**config.mk**
```make
export PLATFORM = sky130hd
export DESIGN_NAME = hazard_ctrl
export DESIGN_NICKNAME = d
export VERILOG_FILES = /design/src/rtl/rv32i_types.sv /design/src/rtl/hazard_perf_cnt.sv /design/src/rtl/hazard_ctrl.sv
export SDC_FILE = /design/constraint.sdc
export NUM_CORES = 1
export LEC_CHECK = 0
export CAP_MARGIN = 30
export CELL_PAD_IN_SITES_DETAIL_PLACEMENT = 1
export CELL_PAD_IN_SITES_GLOBAL_PLACEMENT = 2
export CORE_ASPECT_RATIO = 1.25
export CORE_MARGIN = 4
export CORE_UTILIZATION = 31
export DETAILED_ROUTE_END_ITERATION = 6
export PLACE_DENSITY = 0.8
export SLEW_MARGIN = 20
export SYNTH_ARGS = -nofsm -noshare
export SYNTH_HDL_FRONTEND = slang
export SYNTH_HIERARCHICAL = 1
export SYNTH_SLANG_ARGS = --single-unit
```
**constraint.sdc**
```tcl
create_clock -name clk -period 2.75 [get_ports clk]
set_clock_uncertainty 0.1 [all_clocks]
set_input_delay 0.275 -clock clk [delete_from_list [all_inputs] [get_ports clk]]
set_output_delay 0.275 -clock clk [all_outputs]
set_load 0.1 [all_outputs]
```
**src/rtl/rv32i_types.sv**
```systemverilog
// Shared rv32i core types: register index and the hazard controller's FSM state.
package rv32i_types;

    typedef logic [4:0] rv32i_reg;

    typedef enum logic [1:0] {
        RUN      = 2'd0,
        BUBBLE   = 2'd1,
        MEM_WAIT = 2'd2
    } hazard_state_t;

endpackage

```
**src/rtl/hazard_perf_cnt.sv**
```systemverilog
// 32-bit wrapping event counter used for the hazard performance statistics.
module hazard_perf_cnt (
    input  logic        clk,
    input  logic        rst,
    input  logic        inc,
    output logic [31:0] count
);

    always_ff @(posedge clk or posedge rst) begin
        if (rst)
            count <= '0;
        else if (inc)
            count <= count + 32'd1;
    end

endmodule

```
**src/rtl/hazard_ctrl.sv**
```systemverilog
// Hazard/stall controller: memory freeze, EX redirect squash and load-use bubble,
// with combinational pipeline enables and three hazard event counters.
module hazard_ctrl
    import rv32i_types::*;
(
    input  logic        clk,
    input  logic        rst,
    input  rv32i_reg    rs1_ID,
    input  rv32i_reg    rs2_ID,
    input  logic        use_rs1_ID,
    input  logic        use_rs2_ID,
    input  rv32i_reg    rd_EX,
    input  logic        load_regfile_EX,
    input  logic        mem_read_EX,
    input  logic        br_taken_EX,
    input  logic        imem_read,
    input  logic        imem_resp,
    input  logic        dmem_req_MEM,
    input  logic        dmem_resp,
    output logic        load_pc,
    output logic        load_IF_ID,
    output logic        load_ID_EX,
    output logic        load_EX_MEM,
    output logic        load_MEM_WB,
    output logic        flush_IF_ID,
    output logic        flush_ID_EX,
    output logic [31:0] cnt_stall,
    output logic [31:0] cnt_bubble,
    output logic [31:0] cnt_flush
);

    hazard_state_t state, state_next;
    logic mem_busy, lu_hazard;
    logic inc_stall, inc_bubble, inc_flush;

    assign mem_busy  = (imem_read & ~imem_resp) | (dmem_req_MEM & ~dmem_resp);
    assign lu_hazard = mem_read_EX & load_regfile_EX & (rd_EX != 5'd0) &
                       ((use_rs1_ID & (rs1_ID == rd_EX)) |
                        (use_rs2_ID & (rs2_ID == rd_EX)));

    always_comb begin
        load_pc     = 1'b0;
        load_IF_ID  = 1'b0;
        load_ID_EX  = 1'b0;
        load_EX_MEM = 1'b0;
        load_MEM_WB = 1'b0;
        flush_IF_ID = 1'b0;
        flush_ID_EX = 1'b0;
        inc_stall   = 1'b0;
        inc_bubble  = 1'b0;
        inc_flush   = 1'b0;
        state_next  = state;
        if (rst) begin
            state_next = RUN;
        end else if (mem_busy) begin
            state_next = MEM_WAIT;
            inc_stall  = 1'b1;
        end else if (br_taken_EX) begin
            // Any load-use seen now belongs to the wrong path, so it is dropped.
            {load_pc, load_IF_ID, load_ID_EX, load_EX_MEM, load_MEM_WB} = 5'b11111;
            flush_IF_ID = 1'b1;
            flush_ID_EX = 1'b1;
            inc_flush   = 1'b1;
            state_next  = RUN;
        end else if (lu_hazard && state != BUBBLE) begin
            // Hold PC and IF/ID; the consumer re-decodes behind a bubble in EX.
            load_ID_EX  = 1'b1;
            load_EX_MEM = 1'b1;
            load_MEM_WB = 1'b1;
            flush_ID_EX = 1'b1;
            inc_bubble  = 1'b1;
            state_next  = BUBBLE;
        end else begin
            {load_pc, load_IF_ID, load_ID_EX, load_EX_MEM, load_MEM_WB} = 5'b11111;
            state_next = RUN;
        end
    end

    always_ff @(posedge clk or posedge rst) begin
        if (rst)
            state <= RUN;
        else
            state <= state_next;
    end

    hazard_perf_cnt u_cnt_stall  (.clk(clk), .rst(rst), .inc(inc_stall),  .count(cnt_stall));
    hazard_perf_cnt u_cnt_bubble (.clk(clk), .rst(rst), .inc(inc_bubble), .count(cnt_bubble));
    hazard_perf_cnt u_cnt_flush  (.clk(clk), .rst(rst), .inc(inc_flush),  .count(cnt_flush));

endmodule

```
# Yosys cells after proc, flatten, opt, wreduce, memory -nomap -nowiden
# Cells that the tools add are included.
# totals
register_bits	98
out_inout_bits	103
in_bits	26
# op_classes
n_eq_ne	3
add_sub_neg	3
reduce_logical	2
bitwise	11
mux	22
# ops
operator	n
adder 32 x 1 -> 32 bit (second input constant)	3
2-to-1 mux 1 bit	20
equality test 5 bit	2
AND 1 bit	7
nonzero test 5 bit	1
2-to-1 mux 2 bit	2
inequality test 2 x 1 -> 1 bit (second input constant)	1
NOT 1 bit	2
bitwise OR 1 bit	2
logical AND 1 bit	1

# Depth between registers and ports, before layout
# Gate-level depths: netlist of run 1.
# depth
ltp_word	9
ltp_mapped	9
mapped_depth_nobuf	9

# By module
# Netlist of run 1, hierarchy kept.
# modules_own_cells
mod	area_each_um2	cells_per_inst	seq_area_each_um2	instances
hazard_perf_cnt	1510.2	126	800.8	3
hazard_ctrl	280.3	33	50.0	1

# Worst setup path after synthesis of run 1
# OpenSTA, ideal clock, no wires.
# synth_timing
path_kind	input to output
from	in rd_EX[3]
to	out flush_ID_EX
arrival_ps	3091
setup_slack_ps	-716
stages	4
path_cell_list	xor2_1 -> nor4_1 -> a32oi_1 -> o31ai_1
# synth_between
elab_chain_len	9
elab_cells_between_ends	13
classes_between	eq/ne: 2; mux: 4; bitwise: 5; reduce/logical: 2
# synth_rtl
element	line	source
start, declared	hazard_ctrl.sv:12	input rv32i_reg rd_EX,
equality test 5 bit (on tied branches)	hazard_ctrl.sv:38, hazard_ctrl.sv:39	
AND 1 bit (on tied branches)	hazard_ctrl.sv:38, hazard_ctrl.sv:39	
bitwise OR 1 bit	hazard_ctrl.sv:38	((use_rs1_ID & (rs1_ID == rd_EX)) |
AND 1 bit (*)	hazard_ctrl.sv:37	assign lu_hazard = mem_read_EX & load_regfile_EX & (rd_EX != 5'd0) &
logical AND 1 bit (*)	hazard_ctrl.sv:65	end else if (lu_hazard && state != BUBBLE) begin
2-to-1 mux 1 bit (*)	hazard_ctrl.sv:65	
2-to-1 mux 1 bit (*)	hazard_ctrl.sv:58	end else if (br_taken_EX) begin
2-to-1 mux 1 bit (*)	hazard_ctrl.sv:55	end else if (mem_busy) begin
2-to-1 mux 1 bit (*)	hazard_ctrl.sv:53	if (rst) begin
end, declared	hazard_ctrl.sv:26	output logic flush_ID_EX,
# Mark *: on every way between the ends. The rest lies on a longest branch, timed or not.

# Worst setup path after layout of run 1
# layout_timing
from	in rd_EX[3]
to	out load_IF_ID
# layout_between
elab_chain_len	9
elab_cells_between_ends	13
classes_between	eq/ne: 2; mux: 4; bitwise: 5; reduce/logical: 2
# layout_rtl
element	line	source
equality test 5 bit (on tied branches)	hazard_ctrl.sv:38, hazard_ctrl.sv:39	
AND 1 bit (on tied branches)	hazard_ctrl.sv:38, hazard_ctrl.sv:39	
bitwise OR 1 bit	hazard_ctrl.sv:38	
AND 1 bit (*)	hazard_ctrl.sv:37	
logical AND 1 bit (*)	hazard_ctrl.sv:65	
2-to-1 mux 1 bit (*)	hazard_ctrl.sv:65	
2-to-1 mux 1 bit (*)	hazard_ctrl.sv:58	
2-to-1 mux 1 bit (*)	hazard_ctrl.sv:55	
2-to-1 mux 1 bit (*)	hazard_ctrl.sv:53	
end, declared	hazard_ctrl.sv:21	output logic load_IF_ID,
# Marked as above.

==> flow_summary.toml, run 1 <==
[timing]
finalHoldViolCount = 0
period_needed_ns = 2.55
slew_viol_final = 0
fmax_mhz = 392
rsz0062_at_grt = "true"
timing.final.crit_share_pct = 92.9
tightest_slew_ns = 0.418
setup_viol = 0
whs_ns = 0.0405
max_slew_margin_pct = 72.1

[pwr]
vdd_drop_max_mv = 0.851
clockPowerShare_pct = 32.5
power.density_nw_per_um2 = 586
combinationalPowerShare_pct = 25.5
p_switching_uw = 1380
total_leakage_power_uw = 0.00328
p_int_uw = 2480
p_sw_share_pct = 35.7
seqPwrFrac_pct = 42.0

[setup_path]
worstSetupStartpointType = "input port"
setup.worst_path.end_class = "output pin"
arrival_ns = 2.18
critPathMaxFanout = 2
path_class = "input port to output pin"
required_ns = 2.38
rrSetupSlack_ns = 0.65

[finish]
nets = 585
syn2layout_area_growth_pct = 36.9
fin_area_sq_um = 6590
final_layout_size_suffix_gt1_share_pct = 31.6
n_antenna_cell = 0
fin_cells = 768
fill_cells = 1641

[die]
num_rows = 50
die_x_um = 119
io_pins = 129
die_height_um = 147
coreArea_sq_um = 15100
initial_core_util_pct = 31.9
die_area_sq_um = 17600

[clock_network]
cts_buffer_depth = 2
clk_pin_slew_ns = 0.06
post_cts_resized = 0
clock-sinks = 98
numCtsBuffers = 9
cts-htree-levels = 3
clk_latency_ns = 0.34
cts_hold_buf = 0
cts_tree = "built"
cts_setup_buffers = 0
cts_root_buffer = "clkbuf_16"

[synth]
syn-cell-area_sq_um = 4810
syn_nets = 440
yosys_warnings = 6
synth_seq_cells = 98
yosysSeqAreaShare_pct = 51.0
synth_ff_type = "dfrtp_1"
synthArstFlopShare_pct = 100
syn_area_per_cell_sq_um = 11.7
synth.distinct_cells = 34
synth_edf_count = 0
synthCells = 411

[route]
dr.first_iter.drc_count = 116
routed_wirelength_um = 12600
drc_errors = 0
num_vias = 3618
viasPerCell = 4.71
ant_nets = 0
drtPass1Iterations = 4
wl_per_cell_um = 16.4

[placed_design]
dp.cells = 753
place_area_sq_um = 6280
place.gp.congestion = 0.769
portBuffers = 128
dp_hpwl_um = 9710

[min_path]
holdCritPathClass = "input port to async pin"

[global_routing]
grt_max_degree = 33
grt.overflow.total = 0
grtUsageTotal_pct = 14.9
antenna_found_initial = 0
grt_pass1_wl_um = 21300
grt_pass1_vias = 4013

[outcome]
outcome = "finished, final reports clean"

[run]
cap_viol_max_count = 0
flip-flops by register name (all words and copies together), names as in the netlist:
signal and flops:
u_cnt_bubble/count 32, u_cnt_stall/count 32, u_cnt_flush/count 32, state 2
final cells by class:
type	instances	area, sq um	area share (%)
Sequential cell	98	2450	37.2
Multi-Input combinational cell	292	2300	35.0
Timing Repair Buffer	143	1220	18.6
Tap cell	208	260	3.95
Clock buffer	10	239	3.63
Clock inverter	5	53.8	0.817
Inverter	12	52.6	0.798
worst paths after layout:
kind,from,end,cells past startpoint
worst max-delay path,rd_EX[3],load_IF_ID,7
worst min-delay path,rst,state[1],2
worst max register to register,state[0],u_cnt_bubble/count[25],8
worst min register to register,u_cnt_bubble/count[31],u_cnt_bubble/count[31],1
max in group asynchronous,rst,u_cnt_flush/count[21],4
min in group clk,u_cnt_bubble/count[31],u_cnt_bubble/count[31],1
through the flow:
stage	power, uW	utilization (%)	TNS (ns)	worst slack, ns
after CTS	3930	43.6	0	0.179
after global routing	4040	43.7	-0.0114	-0.00657
final	3860	43.7	0	0.196
after global placement	2620	41.7	-1.55	-0.147
after floorplan	2360	-	-0.0430	-0.0430
after detailed placement	2640	41.7	-0.995	-0.122
layer usage:
layer	wire (um)	vias up	GRT usage [%]	part of all wire (%)
li1	-	1712	-	-
met1	5220	1803	17.7	42
met2	6320	86	25.3	50
met3	797	17	4.54	6.3
met4	225	0	5.21	1.8
met5	0	-	0	0
synthesized netlist by cell type (6+ instances only):
cell type / n / area [sq um]
dfrtp_1: 98 / 2450
xor2_1: 62 / 543
xnor2_1: 41 / 359
nand2_1: 34 / 128
nand3_1: 25 / 125
nor3_1: 18 / 90.1
and3_1: 12 / 75.1
inv_1: 12 / 45.0
nand4_1: 12 / 75.1
nor2_1: 12 / 45.0
nor4_1: 12 / 75.1
and4_1: 9 / 78.8
and2_1: 6 / 37.5
and4_4: 6 / 67.6
nand2b_1: 6 / 37.5
nor4_4: 6 / 128
critical path: stages:
cell	delay, ns
clkdlybuf4s50_1	0.45
buf_4	0.16
or4_4	0.48
o2111ai_2	0.20
buf_4	0.15
o31a_1	0.25
buf_12	0.21
cell families after synthesis:
family / Yosys count / share of synthesized area [%]
AOI/OAI and AO/OA: 5 / 0.936
xor gates and xnor gates: 103 / 18.8
DFF: 98 / 51.0
buffers and inverters: 21 / 2.42
and+or+nand+nor: 178 / 25.4
adders and majority gates: 3 / 0.780
muxes: 3 / 0.702
cells in the final DEF (no fill, tap or decap), types with 2 or more instances in the layout:
cell             instances
inv_1                   10
nor4b_2                  3
buf_4                  111
nand2b_4                 2
nor3_1                  18
nand3_1                 24
clkdlybuf4s50_1         25
nor4_1                  10
and2_1                   5
clkbuf_16                9
and4_2                   2
clkinv_2                 3
nand3_2                  3
xnor2_1                 41
nor3b_1                  3
and3_4                   2
and3_1                  10
nand2_1                 33
buf_12                   7
mux2_2                   3
ha_1                     3
dfrtp_1                 98
nand3_4                  4
and4_1                   9
nand2b_1                 4
nand4_4                  3
nand4_1                 12
nor4_4                   6
nor4_2                   2
nor2_1                  12
and4_4                   7
clkinvlp_4               2
xor2_1                  62
power by group through the flow:
stage | clock network (uW) | registers (uW) | logic [uW]
3_5_place_dp | 0 | 1650 | 997
6_report | 1260 | 1620 | 983
2_1_floorplan | 0 | 2160 | 199
5_1_grt | 1380 | 1640 | 1030
3_3_place_gp | 0 | 1650 | 975
4_1_cts | 1310 | 1620 | 997
(Power assumes the default switching activity.)
==> run 2: changes to the inputs <==
--- a/config.mk
+++ b/config.mk
@@ -12,6 +12,7 @@
 export CORE_MARGIN = 4
 export CORE_UTILIZATION = 31
 export DETAILED_ROUTE_END_ITERATION = 6
+export GPL_TIMING_DRIVEN = 0
 export PLACE_DENSITY = 0.8
 export SLEW_MARGIN = 20
 export SYNTH_ARGS = -nofsm -noshare
==> run 2 against run 1 <==
Combinational power is 1% higher. Utilization is 1.7 points higher. Fmax is 2.8% lower. Cell count is 0.13% lower. First-iteration DRC count is 12% higher. Via count is 1.0% higher. Hold slack better by 0.18 ns. Register-to-register slack worse by 0.10 ns. Critical path type unchanged. Largest power group unchanged.
==> flow_summary.toml, run 2 (synthesis results as in run 1) <==
[outcome]
outcome = "finished, final reports clean"

[clock_network]
cts_buffer_depth = 2
cts_root_buffer = "clkbuf_16"
clock-sinks = 98
clk_pin_slew_ns = 0.06
cts_tree = "built"
numCtsBuffers = 9
cts-htree-levels = 3
clk_latency_ns = 0.35

[setup_path]
critPathMaxStageDelay_ns = 0.84
worst_r2r_endpoint = "u_cnt_bubble/count[26]"
arrival_ns = 2.25
setup.worst_path.end_class = "output pin"
worstSetupStartpointType = "input port"
rrSetupSlack_ns = 0.55
reg2reg_depth = 7
path_class = "input port to output pin"
crit_path_cell_trace = "clkdlybuf4s50_1 > inv_1 > nand3_4 > clkinvlp_4 > buf_4 > dlygate4sd2_1"
required_ns = 2.38
worst_path_max_delay_cell = "dlygate4sd2_1"
critPathMaxFanout = 5
rr_startpoint = "state[0]"

[finish]
final_common_cell = "clkdlybuf4s50_1"
top_regs = "u_cnt_bubble/count x32, u_cnt_flush/count x32, u_cnt_stall/count x32"
n_antenna_cell = 0
syn2layout_area_growth_pct = 42.3
final_layout_size_suffix_gt1_share_pct = 15.2
fill_cells = 1647
fin_area_sq_um = 6840
nets = 583
most-common-layout-cells = "clkdlybuf4s50_1, dfrtp_1, xor2_1"

[global_routing]
grt_pass1_vias = 4076
antenna_found_initial = 0
grt_max_degree = 33
grtUsageTotal_pct = 14.8
grt_pass1_wl_um = 21100
grt.overflow.total = 0

[route]
dr.first_iter.drc_count = 130
routed_wirelength_um = 12900
viasPerCell = 4.77
drc_errors = 0
num_vias = 3655
ant_nets = 0
wl_per_cell_um = 16.8
drtPass1Iterations = 4

[die]
io_pins = 129
die_x_um = 119
coreArea_sq_um = 15100
die_height_um = 147
num_rows = 50
die_area_sq_um = 17600
initial_core_util_pct = 31.9

[placed_design]
dp_hpwl_um = 9680
place.gp.congestion = 0.791
portBuffers = 128
place_area_sq_um = 6410

[timing]
max_slew_margin_pct = 30.5
slew_viol_final = 0
fmax_mhz = 381
timing.final.crit_share_pct = 95.6
finalSetupTns_ns = 0
period_needed_ns = 2.63
setup_viol = 0
finalHoldViolCount = 0
tightest_slew_ns = 1.04

[pwr]
power.density_nw_per_um2 = 582
vdd_drop_max_mv = 0.660
total_leakage_power_uw = 0.00318

[min_path]
holdCritPathClass = "input port to async pin"

[run]
cap_viol_max_count = 0
[run 2: changes by cell type in the layout (fill, tap and decap cells not counted), moves of 4 or more]
cell | before | now
clkdlybuf4s50_1 | 25 | 115
dlymetal6s2s_1 | 0 | 6
buf_12 | 7 | 0
buf_4 | 111 | 8
buf_2 | 0 | 4
nor4_1 | 10 | 6
[run 2: per-stage QoR]
step / total power, uW / util [%] / cells / worst slack, ns / hold slack, ns
global route: 4140 / 45.4 / 767 / -0.0211 / 0.265
detailed placement: 2650 / 42.5 / 747 / -0.732 / 0.365
finish: 3980 / 45.4 / 767 / 0.122 / 0.222
CTS: 4040 / 44.8 / 765 / -0.00618 / 0.240
global placement: 2620 / 42.5 / 747 / -1.13 / 0.356
floorplan: 2360 / - / 411 / -0.0430 / -0.0535
[run 2: power breakdown]
group	internal (uW)	total [uW]	leakage [uW]	switching (uW)
Sequential	1520	1620	0.00132	102
Combinational	244	993	0.00170	750
Clock	820	1370	0.000156	550
Total	2580	3980	0.00318	1400
[run 2: area by class of cell]
class	count	area [sq um]	area share, %
repair buffers	132	1320	19.3
multi-input cells	292	2370	34.6
well taps	208	260	3.80
clock inverters	5	77.6	1.13
flip-flops and latches	98	2450	35.8
clock buffers	11	243	3.55
inverters	12	52.6	0.768
plain buffers	9	71.3	1.04
[run 2: routing by layer]
layer | vias up | routed length (um) | track usage, %
li1 | 1721 | - | -
met2 | 83 | 6670 | 26.5
met4 | 0 | 225 | 5.90
met5 | - | 0 | 0
met3 | 12 | 726 | 3.93
met1 | 1839 | 5240 | 16.8
[run 2: worst max-delay path by stage]
stage                   start                endpoint  slack (ns)  cells after the start
CTS                  rd_EX[2]  u_cnt_bubble/count[26]      -0.006                      9
global placement     rd_EX[3]  u_cnt_bubble/count[25]       -1.13                      9
finish                    rst              load_ID_EX        0.12                      6
global route        rs1_ID[2]  u_cnt_bubble/count[26]       -0.02                      9
detailed placement   rd_EX[2]  u_cnt_bubble/count[25]       -0.73                      9
floorplan           imem_resp    u_cnt_flush/count[8]       -0.04                      9
[run 2: what timing repair did]
item	CTS	global route
pin swaps	0	5
endpoints found under the setup margin	31	15
resized for setup	21	16
setup buffers	2	2
hold buffers	0	0
[run 2: worst max-delay path, delay by kind of cell]
family,cells,cell delay [ns]
buffers and inverters,5,1.84
and+or+nand+nor,1,0.13
==> run 3: changes to the inputs <==
--- a/config.mk
+++ b/config.mk
@@ -11,6 +11,7 @@
 export CORE_ASPECT_RATIO = 1.25
 export CORE_MARGIN = 4
 export CORE_UTILIZATION = 31
+export CTS_CLUSTER_SIZE = 40
 export DETAILED_ROUTE_END_ITERATION = 6
 export GPL_TIMING_DRIVEN = 0
 export PLACE_DENSITY = 0.8
==> results of run 3 <==
The final DEF is identical to that of run 2; final timing and power are the same.
